<file path="config.mk">
export PLATFORM = sky130hd
export DESIGN_NAME = uart_rx_ctrl_flat
export DESIGN_NICKNAME = d
export VERILOG_FILES = /design/src/rtl/uart_rx_ctrl_if.sv /design/src/rtl/uart_rx_ctrl.sv /design/src/flat_wrapper.sv
export SDC_FILE = /design/constraint.sdc
export NUM_CORES = 1
export LEC_CHECK = 0
export BUFFER_PORTS_ARGS = -buffer_cell sky130_fd_sc_hd__clkbuf_2
export CAP_MARGIN = 25
export CORE_MARGIN = 2
export CORE_UTILIZATION = 36
export CTS_CLUSTER_DIAMETER = 100
export DETAILED_ROUTE_END_ITERATION = 12
export GPL_ROUTABILITY_DRIVEN = 0
export GPL_TIMING_DRIVEN = 0
export SYNTH_ARGS = -nofsm -noshare
export SYNTH_HDL_FRONTEND = slang
export SYNTH_SLANG_ARGS = --single-unit
export TNS_END_PERCENT = 1
</file>
<file path="constraint.sdc">
create_clock -name clk -period 2.5 [get_ports clk]
set_clock_uncertainty 0.2 [all_clocks]
set_input_delay 0.5 -clock clk [delete_from_list [all_inputs] [get_ports clk]]
set_output_delay 0.5 -clock clk [all_outputs]
set_load 0.1 [all_outputs]
</file>
<file path="src/rtl/uart_rx_ctrl_if.sv">
// Valid/ready read port of the uart_rx_ctrl receive FIFO.
// The controller is the master (drives data/valid), the consumer is the slave.
interface uart_rx_ctrl_if;
    logic [7:0] out_data;
    logic       out_valid;
    logic       out_ready;

    modport master (output out_data, output out_valid, input out_ready);
    modport slave  (input out_data, input out_valid, output out_ready);
endinterface

</file>
<file path="src/rtl/uart_rx_ctrl.sv">
// uart_rx_ctrl: sequences an 8N1 UART receiver. It generates the x16
// oversample tick, holds the receiver in reset while disabled, detects
// completed bytes on the receiver's done level and buffers them in a small
// first-word-fall-through FIFO with a sticky overrun flag.
module uart_rx_ctrl #(
    parameter int DIV_WIDTH = 16,
    parameter int DEPTH     = 4
) (
    input  logic                   clk,
    input  logic                   reset,
    input  logic                   enable,
    input  logic [DIV_WIDTH-1:0]   divisor,
    output logic                   tick,
    output logic                   rx_reset,
    input  logic                   rx_done,
    input  logic [7:0]             rx_data,
    uart_rx_ctrl_if.master         out_bus,
    output logic                   overrun,
    input  logic                   clear_err,
    output logic [$clog2(DEPTH):0] count
);
    localparam int PTR_W = $clog2(DEPTH);
    localparam int CNT_W = PTR_W + 1;

    typedef enum logic [1:0] {
        ST_OFF,
        ST_WAKE,
        ST_RUN
    } state_t;

    state_t               state;
    state_t               state_next;
    logic                 wake_cnt;
    logic                 wake_cnt_next;
    logic [DIV_WIDTH-1:0] div_cnt;
    logic                 done_q;
    logic                 armed;
    logic                 push_req;

    logic [7:0]           mem [DEPTH];
    logic [PTR_W-1:0]     wr_ptr;
    logic [PTR_W-1:0]     rd_ptr;
    logic [PTR_W-1:0]     rd_next;
    logic [7:0]           head;
    logic                 fifo_empty;
    logic                 fifo_full;
    logic                 do_pop;
    logic                 do_push;
    logic                 drop;

    // Next-state logic: OFF -> WAKE (two cycles) -> RUN; disable always returns to OFF.
    always_comb begin
        state_next    = state;
        wake_cnt_next = 1'b0;
        case (state)
            ST_OFF: begin
                if (enable) begin
                    state_next = ST_WAKE;
                end
            end
            ST_WAKE: begin
                if (wake_cnt) begin
                    state_next = ST_RUN;
                end else begin
                    wake_cnt_next = 1'b1;
                end
            end
            ST_RUN: begin
                state_next = ST_RUN;
            end
            default: begin
                state_next = ST_OFF;
            end
        endcase
        if (!enable) begin
            state_next    = ST_OFF;
            wake_cnt_next = 1'b0;
        end
    end

    // State register; rx_reset is registered from the next state so it never glitches.
    always_ff @(posedge clk or negedge reset) begin
        if (!reset) begin
            state    <= ST_OFF;
            wake_cnt <= 1'b0;
            rx_reset <= 1'b0;
        end else begin
            state    <= state_next;
            wake_cnt <= wake_cnt_next;
            rx_reset <= (state_next == ST_RUN);
        end
    end

    // Tick divider: >= compare so a lowered divisor reloads immediately instead of wrapping.
    always_ff @(posedge clk or negedge reset) begin
        if (!reset) begin
            div_cnt <= '0;
            tick    <= 1'b0;
        end else if (enable && rx_reset) begin
            if (div_cnt >= divisor) begin
                div_cnt <= '0;
                tick    <= 1'b1;
            end else begin
                div_cnt <= div_cnt + DIV_WIDTH'(1);
                tick    <= 1'b0;
            end
        end else begin
            div_cnt <= '0;
            tick    <= 1'b0;
        end
    end

    // Done edge detect; arming waits for done to drop because the receiver wakes with done high.
    always_ff @(posedge clk or negedge reset) begin
        if (!reset) begin
            done_q <= 1'b0;
            armed  <= 1'b0;
        end else begin
            done_q <= rx_done;
            armed  <= rx_reset ? (armed | ~rx_done) : 1'b0;
        end
    end

    // FIFO control decode: a push while full only survives if the head leaves in the same cycle.
    always_comb begin
        push_req   = armed & rx_reset & rx_done & ~done_q;
        fifo_empty = (count == '0);
        fifo_full  = (count == CNT_W'(DEPTH));
        do_pop     = ~fifo_empty & out_bus.out_ready;
        do_push    = push_req & (~fifo_full | do_pop);
        drop       = push_req & fifo_full & ~do_pop;
        rd_next    = rd_ptr + PTR_W'(1);
    end

    // Storage array has no reset; only entries between the pointers are ever read.
    always_ff @(posedge clk) begin
        if (do_push) begin
            mem[wr_ptr] <= rx_data;
        end
    end

    // Pointers, occupancy, registered head byte and sticky overrun.
    always_ff @(posedge clk or negedge reset) begin
        if (!reset) begin
            wr_ptr  <= '0;
            rd_ptr  <= '0;
            count   <= '0;
            head    <= '0;
            overrun <= 1'b0;
        end else begin
            if (do_push) begin
                wr_ptr <= wr_ptr + PTR_W'(1);
            end
            if (do_pop) begin
                rd_ptr <= rd_next;
            end
            if (do_push && !do_pop) begin
                count <= count + CNT_W'(1);
            end else if (!do_push && do_pop) begin
                count <= count - CNT_W'(1);
            end
            if (do_push && (fifo_empty || (do_pop && count == CNT_W'(1)))) begin
                head <= rx_data;
            end else if (do_pop && count != CNT_W'(1)) begin
                head <= mem[rd_next];
            end
            if (drop) begin
                overrun <= 1'b1;
            end else if (clear_err) begin
                overrun <= 1'b0;
            end
        end
    end

    assign out_bus.out_data  = head;
    assign out_bus.out_valid = ~fifo_empty;

endmodule

</file>
<file path="src/flat_wrapper.sv">
// flat-port wrapper written by rule: the top's interface ports become plain ports
module uart_rx_ctrl_flat 
#(
    parameter int DIV_WIDTH = 16,
    parameter int DEPTH     = 4
)
  (clk, reset, enable, divisor, tick, rx_reset, rx_done, rx_data, overrun, clear_err, count, out_bus_out_data, out_bus_out_valid, out_bus_out_ready);
  uart_rx_ctrl_if out_bus_i ();
  input  logic clk;
  input  logic reset;
  input  logic enable;
  input  logic [DIV_WIDTH-1:0] divisor;
  output logic tick;
  output logic rx_reset;
  input  logic rx_done;
  input  logic [7:0] rx_data;
  output logic overrun;
  input  logic clear_err;
  output logic [$clog2(DEPTH):0] count;
  output wire logic [$bits(out_bus_i.out_data)-1:0] out_bus_out_data;
  output wire logic [$bits(out_bus_i.out_valid)-1:0] out_bus_out_valid;
  input wire logic [$bits(out_bus_i.out_ready)-1:0] out_bus_out_ready;
  assign out_bus_out_data = out_bus_i.out_data;
  assign out_bus_out_valid = out_bus_i.out_valid;
  assign out_bus_i.out_ready = out_bus_out_ready;
  uart_rx_ctrl #(.DIV_WIDTH(DIV_WIDTH), .DEPTH(DEPTH)) u_core (.clk(clk), .reset(reset), .enable(enable), .divisor(divisor), .tick(tick), .rx_reset(rx_reset), .rx_done(rx_done), .rx_data(rx_data), .out_bus(out_bus_i), .overrun(overrun), .clear_err(clear_err), .count(count));
endmodule
</file>
==> impl_metrics.toml, run 1 <==
[route]
ant_nets = 0
via_per_inst = 4.71
drtIter0Drc = 91
routed_wl_mm = 6.68
firstDrtPassIters = 4
drc = 0
wl_per_cell_um = 14.0
vias = 2240

[clocking]
numCtsBuffers = 9
max-clock-path-buffers = 2
cts_root_buf = "clkbuf_8"
post_cts_buffers = 0
clk_pin_slew_ps = 70
cts_tree = "yes"
htreeDepth = 3
clk_latency_ps = 340
clock-sinks = 71

[critical_path]
crit_buf_inv = 2
cp_max_fo = 5
worst_path_dominant_cell_family = "buffers and inverters"
worst-r2r-cell-count = 4
required_ps = 1800
r2r_end = "u_core.mem[1][4]"
path_cells = "inv_1, ha_1, nand2b_4, clkbuf_2"
crit_type = "reg -> out"
worst_setup_path_end_kind = "output pin"
reg2reg_slack_ps = 230
critPathArrivalTime_ps = 1680
crit_slowest_cell = "clkbuf_2"
reg2reg_from = "u_core.count[0]"
cp-start-kind = "flop"
max_stage_delay_ps = 460

[worst_hold_path]
hold_start = "rx_done"
hold_path_class = "in -> reg"
holdPathEnd = "u_core.done_q"
min_path_cells = 1

[finish]
fin_nets = 394
fill_cells = 935
final_common_cell = "clkbuf_2"
drive_gt1_share_pct = 26.2
final_cells = 476
num_antenna_cells = 0
area.growth.synth_to_final_pct = 19.1
final-seq-area_um2 = 1940
multi_input_area_um2 = 1480
layout_common_cells = "44 x clkbuf_2, 35 x dfrtp_1, 32 x edfxtp_1"

[timing]
setup_slack_ps = 124
finalSetupTns_ps = 0
hold_violations = 0
max_slew_margin_pct = 60.1
setup_violations = 0
final_max_slew_viol_count = 0
min_period_ps = 2380
period_share_pct = 95.1
rsz0062_at_grt = "false"
max_freq_mhz = 421
tightest_slew_ps = 596

[synthesis]
syn_inst = 281
async_reset_ff_share_pct = 54.9
ys.warnings.count = 0
ys_types = 42
yosys_register_bits = 71
syn_area_per_cell_um2 = 12.7
synth_edf_count = 32
synthFlopType = "dfrtp_1"
syn_area_um2 = 3570
postSynthNetCount = 337
yosysSeqAreaShare_pct = 54.2

[global_route]
grt_pass1_vias = 2393
grt_max_degree = 40
antenna_found_initial = 0
grtUsageTotal_pct = 13.4
grt_first_pass_wirelength_mm = 11.4
grt.overflow.total = 0

[placed_design]
placed_cells = 458
pre_cts_ws_ps = 106
portBuffers = 44
dp_hpwl_mm = 4.78

[power]
max-vdd-ir-drop_uv = 751
finalPower_uw = 4100
cellLeakagePower_uw = 0.00180
power_density_nw_per_um2 = 963

[floorplanning]
die_w_um = 104
die-height_um = 104
num_rows = 36
coreArea_um2 = 9680
die-area_um2 = 10700
initial_core_util_pct = 36.9
io_pins = 45

[run]
maxCapViolCount = 0

[run_status]
status = "complete, no violations"
where the power goes:
group          switching, µW  leakage [µW]  internal, µW
logic                   1110      0.000894           418
registers               95.2      0.000787          1340
clock network            443      0.000123           695
per-layer routing:
layer / vias to the layer above / track usage, % / wire [µm] / share of wire, %
met5: - / 0 / 0 / 0
met4: 0 / 6.37 / 92 / 1.4
met3: 7 / 2.96 / 236 / 3.5
met2: 40 / 23.4 / 3430 / 51
met1: 1071 / 15.7 / 2920 / 44
li1: 1122 / - / - / -
registers in the layout, summed over array words and instances, names as in the netlist:
signal / flops
u_core.mem: 32
u_core.div_cnt: 16
u_core.out_bus.out_data: 8
u_core.count: 3
u_core.rd_ptr: 2
u_core.state: 2
u_core.wr_ptr: 2
u_core.armed: 1
u_core.done_q: 1
u_core.overrun: 1
u_core.rx_reset: 1
u_core.tick: 1
u_core.wake_cnt: 1
area by class of cell:
cell class	count	share of cell area [%]
Buffer	6	1.47
Clock buffer	10	3.24
Clock inverter	6	2.71
Inverter	28	2.47
Multi-Input combinational cell	176	34.7
Sequential cell	71	45.6
Tap cell	133	3.91
Timing Repair Buffer	46	5.88
logic make-up after synthesis:
| family | count (synthesis) | synth area share [%] |
|---|---|---|
| buffers and inverters | 34 | 4.69 |
| muxes | 18 | 8.48 |
| DFF | 71 | 54.2 |
| adders and majority gates | 26 | 9.11 |
| AOI/OAI and AO/OA | 33 | 5.85 |
| xor gates and xnor gates | 19 | 4.66 |
| and+or+nand+nor | 80 | 13.0 |
repair_timing:
action | in CTS | in global routing
hold buffers | 0 | 1
resized for setup | 0 | 0
endpoints found under the hold margin | 0 | 12
synth_stat cells (all sizes together) (2+ instances only):
| master | number | area, µm² |
|---|---|---|
| edfxtp | 32 | 961 |
| mux2i | 10 | 100 |
| inv | 28 | 105 |
| nor2 | 8 | 30.0 |
| clkbuf | 2 | 27.5 |
| o21ai | 15 | 78.8 |
| ha | 26 | 325 |
| nand3 | 6 | 30.0 |
| nor3 | 20 | 151 |
| nor3b | 2 | 20.0 |
| nand2 | 24 | 90.1 |
| and2 | 6 | 37.5 |
| nor4 | 4 | 25.0 |
| nand4 | 6 | 37.5 |
| a21oi | 7 | 35.0 |
| nand2b | 2 | 12.5 |
| xor2 | 3 | 26.3 |
| mux4 | 8 | 203 |
| buf | 4 | 35.0 |
| dfrtp | 39 | 976 |
| xnor2 | 16 | 140 |
worst max-delay path by stage:
stage / from / endpoint / slack (ps) / cells after the start
after floorplan: u_core.count[0] / u_core.count[2] / 90 / 7
after global placement: rx_done / u_core.mem[1][2] / 130 / 4
after detailed placement: divisor[13] / u_core.div_cnt[0] / 110 / 8
after CTS: u_core.count[0] / out_bus_out_valid / 80 / 4
after global routing: u_core.count[0] / out_bus_out_valid / 20 / 4
final: u_core.count[0] / out_bus_out_valid / 120 / 4
per-stage QoR:
step	utilization, %	instance area, µm²	hold slack (ps)
after detailed placement	41.0	3970	260
after CTS	43.6	4220	114
after global routing	43.9	4250	116
final	43.9	4250	135
after floorplan	-	3580	4.41
after global placement	41.0	3970	247
(Power assumes the default switching activity.)
==> run 2, diff against run 1 <==
--- a/config.mk
+++ b/config.mk
@@ -9,6 +9,7 @@
 export CAP_MARGIN = 25
 export CORE_MARGIN = 2
 export CORE_UTILIZATION = 36
+export CTS_BUF_LIST = sky130_fd_sc_hd__clkbuf_2
 export CTS_CLUSTER_DIAMETER = 100
 export DETAILED_ROUTE_END_ITERATION = 12
 export GPL_ROUTABILITY_DRIVEN = 0
==> run 2 against run 1 <==
Compared with the run above: core utilization grew 0.44 points; total power shrank 6.1%; cell count grew 2.5%; critical path depth stayed put; worst hold slack worse by 31 ps; critical path type unchanged; combinational power is 3% higher; register-to-register slack gained 20 ps; largest power group unchanged; global-route usage grew 0.067 points; clock power decreased by 25%; die area unchanged; design area rose by 1.0%; maximum frequency is 2.1% higher.
==> impl_metrics.toml, run 2 (synthesis results as in run 1) <==
[clocking]
post_cts_buffers = 0
clock-sinks = 71
htreeDepth = 3
clk_latency_ps = 520
numCtsBuffers = 9
clk_pin_slew_ps = 180
max-clock-path-buffers = 2
cts_root_buf = "clkbuf_2"
cts_tree = "yes"

[finish]
num_antenna_cells = 0
drive_gt1_share_pct = 25.4
final_core_util_pct = 44.4
layout_common_cells = "52 x clkbuf_2, 35 x dfrtp_1, 32 x edfxtp_1"
regMostFlops = "u_core.mem"
final_common_cell = "clkbuf_2"
area.growth.synth_to_final_pct = 20.3
largest_reg_flops = 32
fin_nets = 406

[power]
cellLeakagePower_uw = 0.00183
max-vdd-ir-drop_uv = 704
power_density_nw_per_um2 = 896
finalPower_uw = 3850

[timing]
period_share_pct = 93.1
max_slew_margin_pct = 60.4
final_max_slew_viol_count = 0
tightest_slew_ps = 591
min_period_ps = 2330
setup_slack_ps = 173
hold_violations = 0
finalSetupTns_ps = 0
setup_violations = 0
max_freq_mhz = 430
rsz0062_at_grt = "false"

[floorplanning]
initial_core_util_pct = 36.9
num_rows = 36
io_pins = 45
coreArea_um2 = 9680
die-height_um = 104
die_w_um = 104
die-area_um2 = 10700

[route]
drc = 0
firstDrtPassIters = 4
ant_nets = 0
drtIter0Drc = 100
wl_per_cell_um = 13.8
vias = 2286
routed_wl_mm = 6.72
via_per_inst = 4.68

[worst_hold_path]
hold_path_class = "in -> reg"
holdPathEnd = "u_core.rd_ptr[1]"
hold_start = "out_bus_out_ready"
min_path_cells = 3

[critical_path]
r2r_end = "u_core.div_cnt[8]"
critPathArrivalTime_ps = 1630
cp_max_fo = 5
cp-start-kind = "flop"
reg2reg_slack_ps = 250
worst-r2r-cell-count = 6
crit_type = "reg -> out"
startpoint = "u_core.count[1]"
required_ps = 1800
worst_setup_path_end_kind = "output pin"
reg2reg_from = "u_core.div_cnt[11]"

[global_route]
antenna_found_initial = 0
grt_max_degree = 40
grt_first_pass_wirelength_mm = 11.5
grt_pass1_vias = 2397
grtUsageTotal_pct = 13.5
grt.overflow.total = 0

[placed_design]
portBuffers = 44
pre_cts_ws_ps = 106
dp_hpwl_mm = 4.78

[run_status]
status = "complete, no violations"

[run]
maxCapViolCount = 0
==> run 2: cell count changes in the layout (fill, tap and decap cells not counted) <==
cell	before	now
ha_1	26	25
clkbuf_2	44	52
ha_2	0	1
dlygate4sd3_1	1	13
clkbuf_8	12	3
clkinv_1	0	1
==> run 2: metal layers <==
| layer | global-route usage (%) | share of wire (%) |
|---|---|---|
| met5 | 0 | 0 |
| met2 | 23.3 | 50 |
| met4 | 5.21 | 1.8 |
| met1 | 16.0 | 44 |
| met3 | 3.71 | 3.8 |
==> run 2: cell type report <==
| type | count | area (µm²) |
|---|---|---|
| Tap cell | 133 | 166 |
| Clock buffer | 9 | 45.0 |
| Timing Repair Buffer | 58 | 379 |
| Multi-Input combinational cell | 176 | 1480 |
| Clock inverter | 7 | 119 |
| Fill cell | 932 | 5390 |
| Sequential cell | 71 | 1940 |
| Buffer | 6 | 62.6 |
| Inverter | 28 | 105 |
==> run 2: how the worst max path moves through the flow <==
stage,endpoint,depth (start not counted),slack (ps)
global placement,u_core.mem[1][2],4,130
finish,out_bus_out_valid,4,170
CTS,out_bus_out_valid,4,70
detailed placement,u_core.div_cnt[0],8,110
global route,out_bus_out_valid,4,50
floorplan,u_core.count[2],7,90
==> run 2: stage by stage <==
stage               hold WS (ps)  area, µm²  instances
floorplan                   4.41       3580        281
global placement             247       3970        458
detailed placement           260       3970        458
CTS                        0.747       4260        486
global route                89.8       4300        488
finish                       104       4300        488
==> run 2: what timing repair did <==
action	in CTS	in global routing
setup endpoints to repair	1	1
hold buffers	12	1
hold endpoints to repair	74	2
gates cloned	0	0
resized for setup	2	1
==> run 2: worst max-delay path, stage by stage (launching register included) <==
cell	delay [ps]
dfrtp_2	470
inv_1	110
ha_2	250
nand2b_4	80
clkbuf_8	220
==> run 2: power breakdown <==
group	switching [µW]	internal, µW
clock	425	433
sequential	93.9	1340
combinational	1110	444
total	1630	2220
